File: config.mk
export PLATFORM = sky130hd
export DESIGN_NAME = shift_compute_sequencer
export DESIGN_NICKNAME = d
export VERILOG_FILES = /design/src/rtl/shift_compute_sequencer.sv
export SDC_FILE = /design/constraint.sdc
export NUM_CORES = 1
export LEC_CHECK = 0
export BUFFER_PORTS_ARGS = -buffer_cell sky130_fd_sc_hd__buf_2
export CORE_MARGIN = 2
export CORE_UTILIZATION = 58
export DETAILED_ROUTE_END_ITERATION = 10
export PLACE_DENSITY = 0.82
export SLEW_MARGIN = 20
export SYNTH_ARGS = -nofsm -noshare
export SYNTH_HDL_FRONTEND = slang
export SYNTH_SLANG_ARGS = --single-unit
File: constraint.sdc
create_clock -name clk -period 2.4 [get_ports clk]
set_input_delay 0.24 -clock clk [delete_from_list [all_inputs] [get_ports clk]]
set_output_delay 0.24 -clock clk [all_outputs]
set_load 0.01 [all_outputs]
File: src/rtl/shift_compute_sequencer.sv
// Serialises a command operand LSB-first onto the compute-stage input byte,
// optionally followed by a single add/and latch cycle.
module shift_compute_sequencer #(
    parameter int unsigned WIDTH = 8
) (
    input  logic             clk,
    input  logic             rst,
    input  logic             cmd_valid,
    output logic             cmd_ready,
    input  logic [1:0]       cmd_op,
    input  logic [2:0]       cmd_sel,
    input  logic [WIDTH-1:0] cmd_data,
    output logic [7:0]       ui_in,
    output logic             busy,
    output logic             done
);

    typedef enum logic [1:0] {
        IDLE,
        SHIFT,
        LATCH
    } state_t;

    state_t           state_q;
    logic [3:0]       cnt_q;
    logic [WIDTH-1:0] data_q;
    logic [2:0]       sel_q;
    logic             add_q;
    logic             and_q;
    logic [7:0]       ui_in_q;
    logic             busy_q;
    logic             done_q;
    logic             ready_q;

    assign cmd_ready = ready_q;
    assign ui_in     = ui_in_q;
    assign busy      = busy_q;
    assign done      = done_q;

    // cnt_q counts bits already driven; bit 0 goes out in the accept edge,
    // so the last SHIFT cycle is the one where cnt_q reaches WIDTH.
    always_ff @(posedge clk or posedge rst) begin
        if (rst) begin
            state_q <= IDLE;
            cnt_q   <= '0;
            data_q  <= '0;
            sel_q   <= '0;
            add_q   <= 1'b0;
            and_q   <= 1'b0;
            ui_in_q <= '0;
            busy_q  <= 1'b0;
            done_q  <= 1'b0;
            ready_q <= 1'b1;
        end else begin
            case (state_q)
                IDLE: begin
                    done_q <= 1'b0;
                    if (cmd_valid) begin
                        state_q <= SHIFT;
                        cnt_q   <= 4'd1;
                        data_q  <= cmd_data >> 1;
                        sel_q   <= cmd_sel;
                        add_q   <= (cmd_op == 2'b01);
                        and_q   <= (cmd_op == 2'b10);
                        ui_in_q <= {4'b0000, cmd_sel, cmd_data[0]};
                        busy_q  <= 1'b1;
                        ready_q <= 1'b0;
                    end
                end
                SHIFT: begin
                    if (cnt_q == 4'(WIDTH)) begin
                        if (add_q || and_q) begin
                            state_q <= LATCH;
                            ui_in_q <= {2'b00, and_q, add_q, sel_q, 1'b0};
                        end else begin
                            state_q <= IDLE;
                            ui_in_q <= '0;
                            busy_q  <= 1'b0;
                            done_q  <= 1'b1;
                            ready_q <= 1'b1;
                        end
                    end else begin
                        cnt_q   <= cnt_q + 4'd1;
                        data_q  <= data_q >> 1;
                        ui_in_q <= {4'b0000, sel_q, data_q[0]};
                    end
                end
                LATCH: begin
                    state_q <= IDLE;
                    ui_in_q <= '0;
                    busy_q  <= 1'b0;
                    done_q  <= 1'b1;
                    ready_q <= 1'b1;
                end
                default: begin
                    state_q <= IDLE;
                    ui_in_q <= '0;
                    busy_q  <= 1'b0;
                    done_q  <= 1'b0;
                    ready_q <= 1'b1;
                end
            endcase
        end
    end

endmodule

* After elaboration in Yosys (flattened, before gate mapping)
Cells that the tools add are included.
Word-level totals: bits in registers 30, bits of input ports 16, output and inout port bits 11, word-level logic and storage cells 51
Cells by class: $add $sub $neg 1, equal/unequal tests 9, muxes and demuxes 23, reduce and logical (&&, ||, !) cells 8
Operators with widths (count):
- 2-to-1 mux 8 bit | 4
- one-hot mux 8 bit (2 select lines) | 2
- 2-to-1 mux 4 bit | 2
- inequality test 2 bit (second input constant) | 4
- one-hot mux 4 bit (2 select lines) | 1
- 2-to-1 mux 1 bit | 6
- 2-to-1 mux 2 bit | 3
- 2-to-1 mux 6 bit | 1
- one-hot mux 1 bit (2 select lines) | 3
- AND reduction 2 bit | 3
- AND reduction 3 bit | 2
- adder 4 x 1 -> 4 bit (second input constant) | 1
- == test 2 x 1 -> 1 bit (second input constant) | 2
- == test 2 bit (second input constant) | 2
- == test 4 bit (second input constant) | 1
- one-hot mux 2 bit (2 select lines) | 1
- zero test 2 bit | 1
- nonzero test 2 bit | 1
- logical OR 1 bit | 1

* Depth between registers and ports, before layout
word-level depth 4, gate-level depth with buffers 6, gate-level depth less buffers 5

* Worst setup path after synthesis
OpenSTA, ideal clock, no wires.
kind register to register, from register cnt_q[0], to register data_q[1], arrival 1.488 ns, required time 2.275 ns, slack 0.787 ns, stages on the path, launching flop included 7, clock period less this slack 1.613 ns, cell sequence dfrtp_1 -> inv_1 -> ha_1 -> and3b_1 -> buf_6 -> a21oi_4 -> mux2_2
Between the ends: cells in the longest elaborated chain, start to end 3
Ends and longest elaborated chain:
- start, declared | RTL line 25 | logic [3:0] cnt_q;
- start signal, assigned | RTL line 83 | cnt_q <= cnt_q + 4'd1;
- == test 4 bit | RTL line 71 | if (cnt_q == 4'(WIDTH)) begin
- inequality test 2 bit (no line)
- AND reduction 3 bit (no line)
- end signal, assigned | RTL line 61 | data_q <= cmd_data >> 1;
- end signal, assigned | RTL line 84 | data_q <= data_q >> 1;
- end, declared | RTL line 26 | logic [WIDTH-1:0] data_q;
Every way passes these cells. A chain may end at the register's enable or synchronous reset.

* Final worst setup path
from register state_q[0], to register data_q[0]
Between the ends: cells in the longest elaborated chain, start to end 3, elaborated cells on any way between the ends 7, classes of those cells eq/ne (3); mux (1); reduce/logical (3)
Ends and longest elaborated chain:
- start, declared | RTL line 24 | state_t state_q;
- start signal, assigned | RTL line 44 | state_q <= IDLE;
- start signal, assigned | RTL line 59 | state_q <= SHIFT;
- start signal, assigned | RTL line 73 | state_q <= LATCH;
- == test 2 x 1 -> 1 bit or zero test 2 bit (tied branches) | RTL line 55 | case (state_q)
- inequality test 2 bit (no line) or nonzero test 2 bit (tied branches)
- AND reduction 3 bit (no line)
Parallel ways exist; a longest one is shown, timed or not.

==> flow_results.xml <==
<?xml version="1.0" encoding="UTF-8"?>
<metrics>
  <group name="status">
    <metric name="outcome" unit="">finished, final reports clean</metric>
  </group>
  <group name="grt">
    <metric name="grtUsageMet1" unit="%">30.00</metric>
    <metric name="globalRouteMet3Util" unit="%">3.333</metric>
    <metric name="track_usage" unit="%">23.06</metric>
    <metric name="grt_antenna_before_repair" unit="">0</metric>
    <metric name="grt_max_degree" unit="">28</metric>
    <metric name="grt_first_pass_wirelength" unit="um">4705</metric>
    <metric name="global_route.peak_usage_layer" unit="">met2</metric>
    <metric name="first_global_vias" unit="">1057</metric>
    <metric name="gr-usage-met2" unit="%">40.12</metric>
    <metric name="gr_overflow_total" unit="">0</metric>
  </group>
  <group name="die">
    <metric name="start_util" unit="%">62.62</metric>
    <metric name="boundaryPins" unit="">27</metric>
    <metric name="fp.dieH" unit="um">53.57</metric>
    <metric name="design.core.area" unit="um^2">2276</metric>
    <metric name="std_cell_rows" unit="">17</metric>
    <metric name="design.die.area" unit="um^2">2870</metric>
    <metric name="die_width" unit="um">53.57</metric>
  </group>
  <group name="synthesis">
    <metric name="synth_async_sr_flop_share" unit="%">100.0</metric>
    <metric name="post_synth_instance_area" unit="um^2">1425</metric>
    <metric name="synth_commonest_cells" unit="">26 x sky130_fd_sc_hd__dfrtp_1, 20 x sky130_fd_sc_hd__mux2_2, 10 x sky130_fd_sc_hd__nand2_1</metric>
    <metric name="post-synth-top-area-cell" unit="">sky130_fd_sc_hd__dfrtp_1</metric>
    <metric name="postSynthAreaPerCell" unit="um^2">11.49</metric>
    <metric name="synth_top_cells_by_area" unit="">sky130_fd_sc_hd__dfrtp_1 46%, sky130_fd_sc_hd__mux2_2 16%, sky130_fd_sc_hd__ha_1 4.4%</metric>
    <metric name="synth_cells" unit="">124</metric>
    <metric name="synth.ff_latch_count" unit="">27</metric>
    <metric name="ys_warn_count" unit="">0</metric>
    <metric name="synthDistinctLibCells" unit="">37</metric>
    <metric name="ys_dominant_reg_cell" unit="">sky130_fd_sc_hd__dfrtp_1</metric>
    <metric name="synth_most_common_cell" unit="">sky130_fd_sc_hd__dfrtp_1</metric>
    <metric name="synth.yosys.seq_area_share" unit="%">47.50</metric>
    <metric name="post-synth-top-area-fraction" unit="%">45.65</metric>
    <metric name="synth-edff-count" unit="">0</metric>
  </group>
  <group name="clock_tree">
    <metric name="root_buffer" unit="">sky130_fd_sc_hd__clkbuf_4</metric>
    <metric name="numCtsBuffers" unit="">3</metric>
    <metric name="htree_num_levels" unit="">1</metric>
    <metric name="worst_skew_pair.late_latency" unit="ns">0.33</metric>
    <metric name="tritoncts" unit="">built</metric>
    <metric name="tritoncts_num_sinks" unit="">27</metric>
    <metric name="clock_tree.buffer_depth" unit="">2</metric>
    <metric name="clk_pin_slew_worst_paths" unit="ns">0.15</metric>
  </group>
  <group name="layout">
    <metric name="utilization" unit="%">70.42</metric>
    <metric name="post_route_cells_drive_above_1_share" unit="%">36.00</metric>
    <metric name="insertedDiodeCount" unit="">0</metric>
    <metric name="areaGrowthSynthToFinish" unit="%">12.47</metric>
    <metric name="final_net_count" unit="">172</metric>
    <metric name="fill_cells" unit="">173</metric>
    <metric name="final-seq-area" unit="um^2">676.9</metric>
    <metric name="area_occupied_by_multi_input_gates" unit="um^2">681.9</metric>
  </group>
  <group name="drt">
    <metric name="drcViolationCount" unit="">0</metric>
    <metric name="vias_per_cell" unit="">5.815</metric>
    <metric name="first_iter_violations" unit="">17</metric>
    <metric name="firstDrtPassIters" unit="">4</metric>
    <metric name="routed_wire_length_per_instance" unit="um">15.56</metric>
    <metric name="ant_nets" unit="">0</metric>
    <metric name="via_count" unit="">1035</metric>
    <metric name="post_route_wl" unit="um">2769</metric>
  </group>
  <group name="setup_path">
    <metric name="worst_setup_path_end_kind" unit="">flip-flop</metric>
    <metric name="worstReg2RegStart" unit="">state_q[0]$_DFFE_PP0P_</metric>
    <metric name="worst_ep_required_time" unit="ns">2.63</metric>
    <metric name="startpoint_type" unit="">flip-flop</metric>
    <metric name="worst-endpoint-arrival" unit="ns">2.22</metric>
    <metric name="worstSetupPathType" unit="">reg -&gt; reg</metric>
    <metric name="crit_path_start" unit="">state_q[0]$_DFFE_PP0P_</metric>
    <metric name="cp_max_fo" unit="">14</metric>
  </group>
  <group name="placed_design">
    <metric name="dp.final_hpwl" unit="um">2090</metric>
    <metric name="routabilityCongestion" unit="">0.8390</metric>
    <metric name="portBuffers" unit="">24</metric>
  </group>
  <group name="timing">
    <metric name="report.final.setup_viol" unit="">0</metric>
    <metric name="fin_setup_tns" unit="ns">0</metric>
    <metric name="rsz0062_at_grt" unit="">false</metric>
    <metric name="fmax" unit="GHz">0.5022</metric>
    <metric name="min_period" unit="ns">1.991</metric>
    <metric name="final_setup_skew" unit="ns">0.001925</metric>
    <metric name="slew_violations" unit="">0</metric>
    <metric name="post-route-period-util" unit="%">82.98</metric>
    <metric name="report.final.hold_viol_count" unit="">0</metric>
  </group>
  <group name="power">
    <metric name="vdd_ir_drop_max" unit="mV">0.9105</metric>
    <metric name="power.density" unit="nW/um^2">1177</metric>
    <metric name="p_leak" unit="nW">0.7526</metric>
  </group>
  <group name="flow_run">
    <metric name="timing.max_cap.violations" unit="">0</metric>
  </group>
  <group name="worst_hold_path">
    <metric name="timing.hold.worst.class" unit="">in -&gt; reg</metric>
    <metric name="worstHoldStart" unit="">cmd_sel[1]</metric>
  </group>
</metrics>
==> final cells by class <==
cell class,count,share of cell area [%]
clock buffers,3,1.405
flip-flops and latches,27,42.23
inverters,7,1.639
multi-input cells,84,42.54
well taps,28,2.186
clock inverters,1,0.4684
repair buffers,28,9.524
==> where the power goes <==
part | total, W | internal (W) | switching, W | leakage (nW)
registers | 0.000769 | 0.000652 | 0.000117 | 0.335
clock network | 0.000207 | 0.0000638 | 0.000143 | 0.0139
logic | 0.000911 | 0.000459 | 0.000451 | 0.403
==> metal layers <==
layer	vias to the layer above	part of all wire (%)
met1	515	45
met2	21	52
met3	2	2.8
met4	0	0.58
met5	-	0
li1	497	-
==> cells by family after synthesis <==
| kind of cell | after synthesis | share of synthesized area, % |
|---|---|---|
| muxes | 22 | 17.30 |
| and+or+nand+nor | 32 | 12.73 |
| other | 1 | 0.2631 |
| buffers and inverters | 14 | 4.917 |
| DFF | 27 | 47.50 |
| AOI/OAI and AO/OA | 23 | 12.91 |
| adders and majority gates | 5 | 4.390 |
==> state kept, by name, summed over array words and instances, names as in the netlist <==
name,cells
sel_q,3
done,1
and_q,1
cmd_ready,1
busy,1
ui_in,6
data_q,7
add_q,1
cnt_q,4
state_q,2
==> cells in the final DEF, fill, tap and decap left out, drive strengths merged, types with 2 or more instances in the layout <==
cell type  count
a21oi          2
a22o           2
a32o           4
and3           2
buf           27
clkbuf         3
conb           2
dfrtp         26
ha             5
inv            7
mux2          21
nand2         10
nand2b         3
nand3          2
nand3b         4
nand4b         2
nor2b          4
o21ai          7
==> timing repair <==
action | in CTS | in global routing
setup buffers | 0 | 0
hold endpoints to repair | 26 | 0
hold buffers | 1 | 0
resized for setup | 0 | 0
==> per-stage QoR <==
step	setup slack (ns)	std cells	total power (W)	hold slack (ns)	cell area, um^2
detailed placement	0.4342	173	0.001685	0.3127	1563
global placement	0.5402	173	0.001625	0.3071	1563
global route	0.2406	178	0.002037	0.1315	1603
floorplan	0.7872	125	0.001447	0.2920	1429
CTS	0.4096	178	0.001893	0.1297	1603
finish	0.4086	178	0.001887	0.1395	1603
==> worst max-delay path, stage by stage, from the launching register on <==
cell and delay (ns):
sky130_fd_sc_hd__dfrtp_1 0.44, sky130_fd_sc_hd__inv_1 0.10, sky130_fd_sc_hd__ha_1 0.46, sky130_fd_sc_hd__mux2i_1 0.45, sky130_fd_sc_hd__a21oi_4 0.11, sky130_fd_sc_hd__mux2_1 0.34
==> path summary, 6_finish.rpt <==
path                                         end  slack, ns  depth (start not counted)
max in group asynchronous  cmd_ready$_DFFE_PP1P_       1.61                          4
setup reg to reg           data_q[0]$_DFFE_PP0P_       0.41                          5
hold / removal              sel_q[1]$_DFFE_PP0P_       0.14                          2
hold reg to reg            cmd_ready$_DFFE_PP1P_       0.51                          2
min in group asynchronous  data_q[0]$_DFFE_PP0P_       0.48                          4
setup / recovery           data_q[0]$_DFFE_PP0P_       0.41                          5
(Power assumes the default switching activity.)
